`config.mk`:
```
export PLATFORM = sky130hd
export DESIGN_NAME = lsu_mem_master
export DESIGN_NICKNAME = d
export VERILOG_FILES = /design/src/rtl/lsu_pkg.sv /design/src/rtl/lsu_mem_master_align.sv /design/src/rtl/lsu_mem_master.sv
export SDC_FILE = /design/constraint.sdc
export NUM_CORES = 1
export LEC_CHECK = 0
export ABC_AREA = 1
export BUFFER_PORTS_ARGS = -buffer_cell sky130_fd_sc_hd__buf_2
export CAP_MARGIN = 20
export CORE_MARGIN = 2
export CORE_UTILIZATION = 54
export CTS_BUF_LIST = sky130_fd_sc_hd__clkbuf_8
export DETAILED_ROUTE_END_ITERATION = 8
export GPL_TIMING_DRIVEN = 0
export PLACE_DENSITY = 0.83
export SYNTH_ARGS = -nofsm -noshare
export SYNTH_HDL_FRONTEND = slang
export SYNTH_SLANG_ARGS = --single-unit
```
`constraint.sdc`:
```
create_clock -name clock -period 3.5 [get_ports clock]
set_clock_uncertainty 0.15 [all_clocks]
set_input_delay 0 -clock clock [delete_from_list [all_inputs] [get_ports clock]]
set_output_delay 0 -clock clock [all_outputs]
set_load 0.05 [all_outputs]
```
`src/rtl/lsu_pkg.sv`:
```
// Shared encodings and constants for the load/store memory master.
package lsu_pkg;
    localparam int ADDR_WIDTH = 32;
    localparam int DATA_WIDTH = 32;

    localparam logic [1:0] SZ_B = 2'd0;
    localparam logic [1:0] SZ_H = 2'd1;
    localparam logic [1:0] SZ_W = 2'd2;

    typedef enum logic [2:0] {
        ST_IDLE,
        ST_RD,
        ST_RMW_RD,
        ST_WR,
        ST_RESP
    } state_e;
endpackage

```
`src/rtl/lsu_mem_master_align.sv`:
```
// Lane extraction, sign/zero extension, sub-word store merge and alignment check.
module lsu_align
    import lsu_pkg::*;
(
    input  logic [31:0] word,
    input  logic [1:0]  addr_lo,
    input  logic [1:0]  size,
    input  logic        is_unsigned,
    input  logic [31:0] wdata,
    output logic [31:0] load_val,
    output logic [31:0] merged,
    output logic        misalign
);
    logic [31:0] lane;
    logic [4:0]  byte_sh;
    logic [4:0]  half_sh;

    always_comb begin
        byte_sh  = {addr_lo, 3'b000};
        half_sh  = {addr_lo[1], 4'b0000};
        lane     = word >> byte_sh;
        load_val = word;
        merged   = word;
        case (size)
            SZ_B: begin
                load_val = is_unsigned ? {24'd0, lane[7:0]} : {{24{lane[7]}}, lane[7:0]};
                merged[byte_sh +: 8] = wdata[7:0];
            end
            SZ_H: begin
                load_val = is_unsigned ? {16'd0, lane[15:0]} : {{16{lane[15]}}, lane[15:0]};
                merged[half_sh +: 16] = wdata[15:0];
            end
            default: ;
        endcase
        misalign = (size == 2'd3) ||
                   (size == SZ_H && addr_lo[0]) ||
                   (size == SZ_W && addr_lo != 2'b00);
    end
endmodule

```
`src/rtl/lsu_mem_master.sv`:
```
// Single-outstanding load/store initiator driving a word-addressed RAM;
// sub-word stores are done as read-modify-write.
module lsu_mem_master
    import lsu_pkg::*;
#(
    parameter int ADDR_WIDTH = lsu_pkg::ADDR_WIDTH,
    parameter int DATA_WIDTH = lsu_pkg::DATA_WIDTH
) (
    input  logic                  clock,
    input  logic                  reset_n,
    input  logic                  req_valid,
    output logic                  req_ready,
    input  logic                  req_wen,
    input  logic [1:0]            req_size,
    input  logic                  req_unsigned,
    input  logic [ADDR_WIDTH-1:0] req_addr,
    input  logic [DATA_WIDTH-1:0] req_wdata,
    output logic                  resp_valid,
    input  logic                  resp_ready,
    output logic [DATA_WIDTH-1:0] resp_rdata,
    output logic                  resp_err,
    output logic                  mem_valid,
    output logic                  mem_wen,
    output logic [ADDR_WIDTH-1:0] mem_addr,
    output logic [DATA_WIDTH-1:0] mem_wdata,
    input  logic [DATA_WIDTH-1:0] mem_rdata
);
    state_e                state_q, state_d;
    logic [ADDR_WIDTH-1:0] addr_q, addr_d;
    logic [1:0]            size_q, size_d;
    logic                  wen_q, wen_d;
    logic                  uns_q, uns_d;
    logic [DATA_WIDTH-1:0] wdata_q, wdata_d;
    logic [DATA_WIDTH-1:0] rdata_q, rdata_d;
    logic                  err_q, err_d;

    logic                  idle;
    logic [1:0]            al_addr_lo;
    logic [1:0]            al_size;
    logic [31:0]           al_load;
    logic [31:0]           al_merged;
    logic                  al_misalign;

    // In IDLE the aligner checks the incoming request; otherwise it works on the latched one.
    assign idle       = (state_q == ST_IDLE);
    assign al_addr_lo = idle ? req_addr[1:0] : addr_q[1:0];
    assign al_size    = idle ? req_size : size_q;

    lsu_align u_align (
        .word        (mem_rdata),
        .addr_lo     (al_addr_lo),
        .size        (al_size),
        .is_unsigned (uns_q),
        .wdata       (wdata_q),
        .load_val    (al_load),
        .merged      (al_merged),
        .misalign    (al_misalign)
    );

    always_comb begin
        state_d = state_q;
        addr_d  = addr_q;
        size_d  = size_q;
        wen_d   = wen_q;
        uns_d   = uns_q;
        wdata_d = wdata_q;
        rdata_d = rdata_q;
        err_d   = err_q;
        case (state_q)
            ST_IDLE: begin
                if (req_valid) begin
                    addr_d  = req_addr;
                    size_d  = req_size;
                    wen_d   = req_wen;
                    uns_d   = req_unsigned;
                    wdata_d = req_wdata;
                    rdata_d = '0;
                    err_d   = 1'b0;
                    if (al_misalign) begin
                        err_d   = 1'b1;
                        state_d = ST_RESP;
                    end else if (!req_wen) begin
                        state_d = ST_RD;
                    end else if (req_size == SZ_W) begin
                        state_d = ST_WR;
                    end else begin
                        state_d = ST_RMW_RD;
                    end
                end
            end
            ST_RD: begin
                rdata_d = al_load;
                state_d = ST_RESP;
            end
            ST_RMW_RD: begin
                wdata_d = al_merged;
                state_d = ST_WR;
            end
            ST_WR:   state_d = ST_RESP;
            ST_RESP: if (resp_ready) state_d = ST_IDLE;
            default: state_d = ST_IDLE;
        endcase
    end

    // Outputs are forced to zero while reset is held, so a reset during WR suppresses the write.
    always_comb begin
        req_ready  = 1'b0;
        resp_valid = 1'b0;
        resp_rdata = '0;
        resp_err   = 1'b0;
        mem_valid  = 1'b0;
        mem_wen    = 1'b0;
        mem_addr   = '0;
        mem_wdata  = '0;
        if (reset_n) begin
            case (state_q)
                ST_IDLE: req_ready = 1'b1;
                ST_RD, ST_RMW_RD: begin
                    mem_valid = 1'b1;
                    mem_addr  = {addr_q[ADDR_WIDTH-1:2], 2'b00};
                end
                ST_WR: begin
                    mem_valid = 1'b1;
                    mem_wen   = 1'b1;
                    mem_addr  = {addr_q[ADDR_WIDTH-1:2], 2'b00};
                    mem_wdata = wdata_q;
                end
                ST_RESP: begin
                    resp_valid = 1'b1;
                    resp_rdata = rdata_q;
                    resp_err   = err_q;
                end
                default: ;
            endcase
        end
    end

    always_ff @(posedge clock) begin
        if (!reset_n) begin
            state_q <= ST_IDLE;
            addr_q  <= '0;
            size_q  <= '0;
            wen_q   <= 1'b0;
            uns_q   <= 1'b0;
            wdata_q <= '0;
            rdata_q <= '0;
            err_q   <= 1'b0;
        end else begin
            state_q <= state_d;
            addr_q  <= addr_d;
            size_q  <= size_d;
            wen_q   <= wen_d;
            uns_q   <= uns_d;
            wdata_q <= wdata_d;
            rdata_q <= rdata_d;
            err_q   <= err_d;
        end
    end
endmodule

```
==> results of run 1 <==
==> how the worst min path moves through the flow <==
| stage | from | endpoint | slack, ns | cells past startpoint |
|---|---|---|---|---|
| floorplan | resp_ready | state_q[2] | -0.03 | 1 |
| global placement | resp_ready | state_q[2] | 0.05 | 2 |
| detailed placement | resp_ready | state_q[2] | 0.07 | 2 |
| CTS | mem_rdata[26] | rdata_q[26] | 0.004 | 5 |
| global route | mem_rdata[26] | rdata_q[26] | 0.05 | 5 |
| finish | mem_rdata[26] | rdata_q[26] | 0.02 | 5 |
==> per-layer routing <==
layer | routed length (um) | global-route usage, % | vias to the layer above
li1 | - | - | 4347
met1 | 11200 | 53.8 | 4146
met2 | 13700 | 71.7 | 704
met3 | 3610 | 8.24 | 141
met4 | 1530 | 23.0 | 0
met5 | 0 | 0 | -
==> power groups by stage <==
| stage | combinational (mW) | clock, mW | sequential (mW) |
|---|---|---|---|
| after floorplan | 2.82 | 0 | 1.58 |
| after global placement | 3.88 | 0 | 1.62 |
| after detailed placement | 3.91 | 0 | 1.63 |
| after CTS | 4.03 | 0.726 | 1.60 |
| after global routing | 4.65 | 0.778 | 1.64 |
| final | 4.28 | 0.744 | 1.62 |
==> stage by stage <==
step	util (%)	TNS, ns	total power, mW	std cells
after floorplan	-	0	4.39	1169
after global placement	64.8	-0.167	5.50	1542
after detailed placement	64.8	-0.0224	5.54	1542
after CTS	74.3	0	6.35	1657
after global routing	74.4	0	7.07	1657
final	74.4	0	6.64	1657
==> critical path: cells and delay by family, from the launching register on <==
kind | cells | cell delay (ns)
AOI/OAI and AO/OA | 2 | 0.41
and+or+nand+nor | 5 | 0.66
adders and majority gates | 1 | 0.35
buffers and inverters | 4 | 1.28
DFF | 1 | 0.38
==> area by class of cell <==
| type | count | area (um^2) |
|---|---|---|
| diodes | 1 | 2.50 |
| fillers | 1028 | 3200 |
| inverters | 187 | 706 |
| plain buffers | 76 | 339 |
| multi-input cells | 801 | 3790 |
| well taps | 172 | 215 |
| repair buffers | 302 | 2010 |
| clock inverters | 6 | 55.1 |
| flip-flops and latches | 103 | 2060 |
| clock buffers | 9 | 124 |
==> kinds of logic after synthesis <==
group                    after synthesis  synth area share, %
AND/OR/NAND/NOR                      478                 28.4
flip-flops                           103                 29.9
adder cells (fa/ha/maj)                3                0.545
AO/OA/AOI/OAI                        318                 25.9
other                                  1               0.0545
buffers and inverters                265                 15.2
==> cells in the final DEF (no fill, tap or decap), types with 6 or more instances in the layout <==
| master | instances |
|---|---|
| clkbuf_8 | 9 |
| a21boi_0 | 6 |
| nand3_1 | 60 |
| nand2_1 | 280 |
| o211ai_1 | 37 |
| nor3_1 | 10 |
| o21ai_0 | 127 |
| o2111ai_1 | 6 |
| o21bai_1 | 8 |
| inv_1 | 183 |
| buf_2 | 217 |
| nor2_1 | 111 |
| a21oi_1 | 122 |
| dlygate4sd3_1 | 100 |
| clkbuf_1 | 52 |
| dfxtp_1 | 103 |
==> state kept, by name, summed over array words and instances (netlist names) <==
name     flops
wdata_q     32
err_q        1
uns_q        1
addr_q      32
rdata_q     32
state_q      3
size_q       2
==> repair_timing <==
| action | CTS | global route |
|---|---|---|
| resized for setup | 1 | 5 |
| buffers inserted | 0 | 1 |
| endpoints found under the hold margin | 97 | 0 |
| setup endpoints to repair | 4 | 21 |
| hold buffers | 100 | 0 |
==> reports/metrics.cfg, run 1 <==
[logic_synthesis]
ys_async_sr_fraction_pct = 0
synth_top_area_share_pct = 29.9
synth_common_cells = nand2_1, inv_1, o21ai_0, a21oi_1, nor2_1
synth-edff-count = 0
synthesis.area_um2 = 6890
netlist_instances = 1168
synth_cell_type_count = 34
synth.largest_area_cell = dfxtp_1
ys_warn_count = 0
seq_area_frac_synth_pct = 29.9
synth_area_leaders = dfxtp_1, nand2_1, inv_1
synthFlopType = dfxtp_1
avgSynthCellArea_um2 = 5.90
ys_seq_elements = 103
yosysMostFrequentCell = nand2_1

[timing]
period_share_pct = 94.5
tightestPinTransition_ns = 0.680
setup_viol = 0
finalMaxSlewViolations = 0
layout_min_cycle_time_ns = 3.31
rsz0062_at_grt = no
finalHoldViolCount = 0
fmax_ghz = 0.302
relSlewSlack_pct = 54.7
fin_ws_ns = 0.193
whs_ns = 0.0201

[routing]
vias = 9338
wl_um = 30000
drc = 0
wl_per_cell_um = 18.1
dr.pass1.iters = 6
via_per_inst = 5.64
ant_nets = 0
first_iter_violations = 1220

[clock_tree]
cts_buffers = 9
clk_pin_slew_ns = 0.12
htreeDepth = 3
cts_root_buf = clkbuf_8
cts.sinks = 103
clock_latency_ns = 0.40
clockBufferDepth = 2
cts_tree = yes

[power]
p_int_mw = 2.97
leakage_nw = 4.47
netSwitchingPower_mw = 3.68
seq_power_share_pct = 24.4
comb_power_share_pct = 64.4
cellPowerDensity_nw_per_um2 = 713
netSwitchingFraction_pct = 55.3
ir_drop_v = 0.000421
p_clk_share_pct = 11.2

[global_routing]
antenna_found_initial = 1
track_usage_pct = 43.4
grt_pass1_vias = 8714
grt_first_pass_wirelength_um = 45300
grt.overflow.total = 0
grt_max_degree = 19

[worst_setup_path]
crit_slowest_cell = dlygate4sd3_1
crit_path_start = state_q[0]
ff2ff_path_depth = 12
rr_startpoint = state_q[0]
required_ns = 3.71
end_kind = flip-flop
critPathLaunchType = flip-flop
r2r_end = state_q[0]
rrSetupSlack_ns = 0.19
arrival_ns = 3.52
endpoint = state_q[0]
crit_chain = nor2_4 -> nand2_4 -> buf_6 -> o21ai_4 -> clkbuf_4 -> clkbuf_4 -> ha_2 -> nand2_1 -> nand2_1 -> nand3_1 -> a21oi_1 -> dlygate4sd3_1
crit_path_max_incr_delay_ns = 0.56
path_class = reg2reg
crit_fanout = 11

[die]
fp-row-count = 41
initial_core_util_pct = 55.0
die_area_um2 = 13700
die_x_um = 117
boundaryPins = 205
die_h_um = 117
core_area_um2 = 12500

[layout]
areaGrowthSynthToFinish_pct = 35.2
nets = 1587
drive_above_1_share_pct = 17.6
fin_area_um2 = 9310

[flow_run]
maxCapViolations = 0

[placement]
pre_cts_slack_ns = -0.0224
postPlaceCellArea_um2 = 8110
gp_congestion = 1.01
numPortBuffers = 201
dpl.hpwl_um = 20600

[worst_hold_path]
min_path_type = in2reg

[run_status]
status = completed

(Power assumes the default switching activity.)
==> inputs of run 2 (changes only) <==
--- a/config.mk
+++ b/config.mk
@@ -8,6 +8,7 @@
 export ABC_AREA = 1
 export BUFFER_PORTS_ARGS = -buffer_cell sky130_fd_sc_hd__buf_2
 export CAP_MARGIN = 20
+export CORE_ASPECT_RATIO = 1.75
 export CORE_MARGIN = 2
 export CORE_UTILIZATION = 54
 export CTS_BUF_LIST = sky130_fd_sc_hd__clkbuf_8
==> run 2 against run 1 <==
Against the previous run:
- die area is 0.26% higher
- non-clock buffer count stayed put
- flip-flop and latch count stayed put
- critical path type unchanged
- largest power group unchanged
==> reports/metrics.cfg, run 2 (synthesis results as in run 1) <==
[global_routing]
track_usage_pct = 46.0  ; +2.7 points
grt_max_degree = 21  ; +2
grt_first_pass_wirelength_um = 48200  ; +6.4%
grt_pass1_vias = 9457  ; +8.5%
grt.overflow.total = 0  ; unchanged
antenna_found_initial = 0  ; -1

[routing]
dr.pass1.iters = 6  ; unchanged
via_per_inst = 5.70  ; +1.1%
first_iter_violations = 841  ; -31%
wl_um = 31400  ; +4.8%
vias = 9418  ; +0.86%
wl_per_cell_um = 19.0  ; +5.0%
drc = 0  ; unchanged
ant_nets = 0  ; unchanged

[layout]
layout_commonest_cell = nand2_1
stdcell_count = 1653  ; -0.24%
regArea_um2 = 2060  ; unchanged
diodes = 0  ; -1
nets = 1587  ; unchanged
drive_above_1_share_pct = 17.5  ; -0.079 points
multiInputGateArea_um2 = 3790  ; -0.13%
areaGrowthSynthToFinish_pct = 35.2  ; unchanged
nFillCells = 982  ; -4.5%
reg.largest.list = addr_q: 32 flops, rdata_q: 32 flops, wdata_q: 32 flops
final_cell_mix = nand2_1, buf_2, inv_1

[worst_setup_path]
ff2ff_path_depth = 14  ; +2
critPathLaunchType = flip-flop
required_ns = 3.68  ; -0.03 ns
path_class = reg2reg
r2r_end = wdata_q[11]
end_kind = flip-flop
rr_startpoint = state_q[0]
arrival_ns = 3.55  ; +0.03 ns
crit_fanout = 11  ; unchanged
rrSetupSlack_ns = 0.13  ; -0.07 ns

[timing]
setup_viol = 0  ; unchanged
layout_min_cycle_time_ns = 3.37  ; +0.0668 ns
fmax_ghz = 0.296  ; -2.0%
finalHoldViolCount = 0  ; unchanged
tightestPinTransition_ns = 0.777  ; +0.0969 ns
fin_ws_ns = 0.127  ; -0.0668 ns
finalMaxSlewViolations = 0  ; unchanged
period_share_pct = 96.4  ; +1.9 points
relSlewSlack_pct = 48.2  ; -6.5 points
rsz0062_at_grt = yes

[flow_run]
maxCapViolations = 0  ; unchanged

[worst_hold_path]
hold_depth = 5  ; unchanged
worstHoldStart = mem_rdata[25]
holdPathEnd = rdata_q[25]
min_path_type = in2reg

[placement]
pre_cts_slack_ns = -0.0000187  ; +0.0224 ns
dp.cells = 1538  ; -0.26%
gp_congestion = 1.09  ; +7.4%
numPortBuffers = 201  ; unchanged
dpl.hpwl_um = 21900  ; +6.3%

[power]
ir_drop_v = 0.000498  ; +18%
leakage_nw = 4.48  ; +0.14%
cellPowerDensity_nw_per_um2 = 715  ; +0.26%

[run_status]
status = completed

[die]
core_area_um2 = 12400  ; -0.68%
initial_core_util_pct = 55.4  ; +0.38 points
die_area_um2 = 13700  ; +0.26%
die_x_um = 89.4  ; -24%
die_h_um = 153  ; +31%
boundaryPins = 205  ; unchanged
fp-row-count = 54  ; +32%

[clock_tree]
cts.sinks = 103  ; unchanged
postCtsSetupRepairBufs = 0  ; unchanged
htreeDepth = 3  ; unchanged
clk_pin_slew_ns = 0.12  ; about the same
cts_buffers = 9  ; unchanged
clock_latency_ns = 0.40  ; about the same
cts_root_buf = clkbuf_8
clockBufferDepth = 2  ; unchanged
cts_tree = yes

[run 2: routing by layer]
layer  up-vias  share of wire, %  global-route usage [%]
li1       4358                 -                       -
met1      4160                33                    45.3
met2       665                49                    77.1
met3       235               8.3                    11.2
met4         0                11                    39.2
met5         -                 0                       0
[run 2: worst max path at each step]
| stage | slack [ns] | from | depth (start not counted) | to |
|---|---|---|---|---|
| after global placement | 0.01 | state_q[0] | 15 | wdata_q[10] |
| after CTS | 0.03 | state_q[0] | 13 | state_q[1] |
| final | 0.13 | state_q[0] | 14 | wdata_q[11] |
| after detailed placement | -0.00002 | state_q[0] | 16 | wdata_q[11] |
| after global routing | -0.03 | state_q[0] | 13 | wdata_q[31] |
| after floorplan | 0.68 | state_q[0] | 5 | mem_addr[10] |
[run 2: timing repair]
item,CTS,global route
gates cloned,0,0
hold endpoints to repair,99,0
gates resized for setup,1,1
hold buffers,101,0
setup endpoints to repair,3,17
[run 2: power by group]
| part | switching [mW] | total, mW | internal [mW] | leakage [nW] |
|---|---|---|---|---|
| Clock | 0.497 | 0.780 | 0.283 | 0.101 |
| Sequential | 0.171 | 1.63 | 1.46 | 0.846 |
| Combinational | 3.05 | 4.25 | 1.20 | 3.53 |
[run 2: critical path: stages, from the launching register on]
cell,delay [ns]
dfxtp_1,0.39
nor2_4,0.20
nand2_4,0.09
buf_6,0.16
o21ai_4,0.25
buf_2,0.27
buf_2,0.31
ha_1,0.32
nor2_2,0.32
nand2_1,0.14
o21ai_0,0.29
nand3_1,0.13
nand2_1,0.08
o21bai_1,0.06
a21oi_1,0.12
[run 2: area by class of cell]
class / instances / share of cell area, %
inverter: 187 / 7.54
timing repair buffer: 302 / 21.7
tap: 168 / 2.26
clock inverter: 7 / 0.793
buffer: 76 / 3.59
multi-input combinational: 801 / 40.7
sequential: 103 / 22.1
clock buffer: 9 / 1.33
[run 2: stage by stage]
step	total power [mW]	hold WS (ns)	utilization, %	TNS, ns	area, um^2
2_1_floorplan	4.39	-0.0345	-	0	6890
3_3_place_gp	5.53	0.0714	65.2	0	8110
3_5_place_dp	5.58	0.0775	65.2	-0.0000187	8110
4_1_cts	6.44	0.00970	74.9	0	9320
5_1_grt	7.09	0.0444	74.9	-0.0285	9310
6_report	6.66	0.0346	74.9	0	9310
==> inputs of run 3 (changes only) <==
--- a/config.mk
+++ b/config.mk
@@ -5,12 +5,12 @@
 export SDC_FILE = /design/constraint.sdc
 export NUM_CORES = 1
 export LEC_CHECK = 0
-export ABC_AREA = 1
+export ABC_AREA = 0
 export BUFFER_PORTS_ARGS = -buffer_cell sky130_fd_sc_hd__buf_2
 export CAP_MARGIN = 20
 export CORE_ASPECT_RATIO = 1.75
 export CORE_MARGIN = 2
-export CORE_UTILIZATION = 54
+export CORE_UTILIZATION = 53
 export CTS_BUF_LIST = sky130_fd_sc_hd__clkbuf_8
 export DETAILED_ROUTE_END_ITERATION = 8
 export GPL_TIMING_DRIVEN = 0
==> constraint.sdc (replaced) <==
create_clock -name clock -period 3.5 [get_ports clock]
set_clock_uncertainty 0.15 [all_clocks]
set_input_delay 0 -clock clock [delete_from_list [all_inputs] [get_ports clock]]
set_output_delay 0 -clock clock [all_outputs]
set_load 0.005 [all_outputs]
==> run 3 against run 2 <==
Against the previous run:
- die area shrank 9.3%
- critical endpoint is now wdata_q[7]
- first-iteration DRC count shrank 11%
- non-clock buffer count shrank 8
- critical path type unchanged
- synthesized cell count shrank 34%
- highest routed layer unchanged
- clock power shrank 6.2%
- global-route usage shrank 7.1 points
- cell count shrank 26%
- sequential power grew 4%
- register-to-register slack gained 0.08 ns
==> reports/metrics.cfg, run 3 <==
[logic_synthesis]
synth_top_family_by_area = simple AND/OR/NAND/NOR gates
netlist_instances = 768  ; -34%
synthSimpleGateAreaFrac_pct = 28.1  ; -0.36 points
synth_area_leaders = dfxtp_1, nand2_1, and2_1
synthFlopType = dfxtp_1
ys_seq_elements = 103  ; unchanged
synth_common_cells = nand2_1, dfxtp_1, and2_1, a21oi_1, clkbuf_1
avgSynthCellArea_um2 = 7.96  ; +35%
synth_cell_type_count = 68  ; +100%
synth-edff-count = 0  ; unchanged
synth_xor_area_share_pct = 0  ; unchanged
seq_area_frac_synth_pct = 33.7  ; +3.8 points
ys_async_sr_fraction_pct = 0  ; unchanged
synth.largest_area_cell = dfxtp_1
synth_compound_area_share_pct = 24.1  ; -1.8 points
synthMuxAreaShare_pct = 8.25  ; +8.3 points
synthesis.area_um2 = 6110  ; -11%
synthAdderAreaFrac_pct = 0.614  ; +0.069 points
synth_top_area_share_pct = 33.7  ; +3.8 points
yosysMostFrequentCell = nand2_1
ys_warn_count = 0  ; unchanged

[routing]
first_iter_violations = 752  ; -11%
vias = 7500  ; -20%
drc = 0  ; unchanged
via_per_inst = 6.13  ; +7.5%
wl_um = 24700  ; -22%
ant_nets = 0  ; unchanged
dr.pass1.iters = 9  ; +3
wl_per_cell_um = 20.2  ; +6.0%

[worst_setup_path]
crit_fanout = 11  ; unchanged
end_kind = flip-flop
required_ns = 3.63  ; -0.05 ns
path_class = reg2reg
critPathLaunchType = flip-flop
arrival_ns = 3.43  ; -0.12 ns

[die]
initial_core_util_pct = 54.7  ; -0.68 points
die_area_um2 = 12400  ; -9.3%
boundaryPins = 205  ; unchanged
fp-row-count = 51  ; -5.6%
core_area_um2 = 11200  ; -10%
die_h_um = 146  ; -4.8%
die_x_um = 85.2  ; -4.7%

[global_routing]
track_usage_pct = 38.9  ; -7.1 points
antenna_found_initial = 0  ; unchanged
grt_pass1_vias = 7526  ; -20%
grt.overflow.total = 0  ; unchanged
grt_first_pass_wirelength_um = 38500  ; -20%
grt_max_degree = 18  ; -14%

[timing]
rsz0062_at_grt = no
fmax_ghz = 0.303  ; +2.4%
finalMaxSlewViolations = 0  ; unchanged
period_share_pct = 94.2  ; -2.2 points
layout_min_cycle_time_ns = 3.30  ; -0.0778 ns
relSlewSlack_pct = 50.9  ; +2.7 points
fin_ws_ns = 0.204  ; +0.0778 ns
setup_viol = 0  ; unchanged
finalHoldViolCount = 0  ; unchanged
tightestPinTransition_ns = 0.736  ; -0.0408 ns
setup_tns_ns = 0  ; unchanged

[power]
cellPowerDensity_nw_per_um2 = 601  ; -16%
comb_power_share_pct = 52.8  ; -11 points
seq_power_share_pct = 33.0  ; +8.5 points
p_int_mw = 2.78  ; -5.7%
netSwitchingFraction_pct = 45.9  ; -9.9 points
p_clk_share_pct = 14.3  ; +2.6 points
netSwitchingPower_mw = 2.36  ; -37%
leakage_nw = 3.85  ; -14%
ir_drop_v = 0.000368  ; -26%

[run_status]
status = completed

[layout]
layout_commonest_cell = buf_2
nets = 1193  ; -25%
stdcell_count = 1224  ; -26%
multiInputGateArea_um2 = 3750  ; -0.99%
regArea_um2 = 2060  ; unchanged
areaGrowthSynthToFinish_pct = 39.9
nFillCells = 804  ; -18%
final_cell_mix = buf_2, nand2_1, dlygate4sd3_1
drive_above_1_share_pct = 24.7  ; +7.1 points
reg.largest.list = addr_q: 32 flops, rdata_q: 32 flops, wdata_q: 32 flops

[placement]
pre_cts_slack_ns = 0.244  ; +0.244 ns
dp.cells = 1100  ; -28%
gp_congestion = 0.957  ; -12%
dpl.hpwl_um = 16800  ; -23%
numPortBuffers = 199  ; -1.0%

[worst_hold_path]
min_path_type = in2reg

[clock_tree]
clock_latency_ns = 0.39  ; about the same
htreeDepth = 3  ; unchanged
cts_root_buf = clkbuf_8
clockBufferDepth = 2  ; unchanged
cts_buffers = 9  ; unchanged
cts_tree = yes
cts.sinks = 103  ; unchanged
clk_pin_slew_ns = 0.10  ; -0.02 ns

[flow_run]
maxCapViolations = 0  ; unchanged

## run 3: power by group through the flow
stage / combinational (mW) / sequential (mW) / clock [mW]
after floorplan: 1.85 / 1.60 / 0
after global placement: 2.45 / 1.68 / 0
after detailed placement: 2.48 / 1.69 / 0
after CTS: 2.60 / 1.66 / 0.726
after global routing: 2.92 / 1.71 / 0.772
final: 2.71 / 1.69 / 0.732
## run 3: timing repair
item	in CTS	in global routing
buffers inserted	0	0
hold buffers	107	0
endpoints found under the setup margin	0	6
endpoints found under the hold margin	102	0
resized for setup	0	2
## run 3: path summary, 6_finish.rpt
| path | startpoint | to | slack [ns] | depth (start not counted) |
|---|---|---|---|---|
| min reg2reg | rdata_q[7] | rdata_q[7] | 0.29 | 2 |
| max reg2reg | state_q[2] | wdata_q[7] | 0.20 | 9 |
| min | req_wen | state_q[1] | 0.24 | 3 |
| max | state_q[2] | wdata_q[7] | 0.20 | 9 |
## run 3: metal layers
| metal | routed length (um) | vias up | track usage [%] |
|---|---|---|---|
| met1 | 8130 | 3412 | 39.5 |
| met2 | 12500 | 525 | 67.7 |
| met5 | 0 | - | 0 |
| li1 | - | 3397 | - |
| met4 | 1890 | 0 | 28.2 |
| met3 | 2140 | 166 | 9.55 |
## run 3: cell type report
cell class / instances / share of cell area [%]
diodes: 1 / 0.0293
clock inverters: 6 / 0.513
clock buffers: 10 / 1.61
inverters: 6 / 0.264
multi-input cells: 596 / 43.9
flip-flops and latches: 103 / 24.1
well taps: 132 / 1.93
repair buffers: 306 / 24.2
plain buffers: 64 / 3.41
## run 3: logic make-up (layout without fill, tap and decap cells)
| group | Yosys count | count (layout) |
|---|---|---|
| mux | 43 | 43 |
| buf+inv | 70 | 392 |
| other cells | 1 | 3 |
| simple gates | 345 | 345 |
| flops | 103 | 103 |
| fa+ha+maj | 3 | 3 |
| compound gates | 203 | 203 |
## run 3: critical path, stage by stage, from the launching register on
cell,delay (ns)
dfxtp_1,0.37
nor3_2,0.30
mux2i_2,0.60
buf_6,0.26
ha_1,0.26
clkbuf_1,0.23
and3_1,0.23
a21oi_1,0.14
o2bb2ai_1,0.08
dlygate4sd3_1,0.57
## run 3: per-stage QoR
stage	util, %	cell area [um^2]	power (mW)	hold WS (ns)
floorplan	-	6110	3.44	-0.0150
global placement	65.1	7270	4.12	0.0903
detailed placement	65.1	7270	4.16	0.0950
CTS	76.4	8530	4.99	0.235
global route	76.5	8540	5.40	0.252
finish	76.5	8540	5.13	0.242
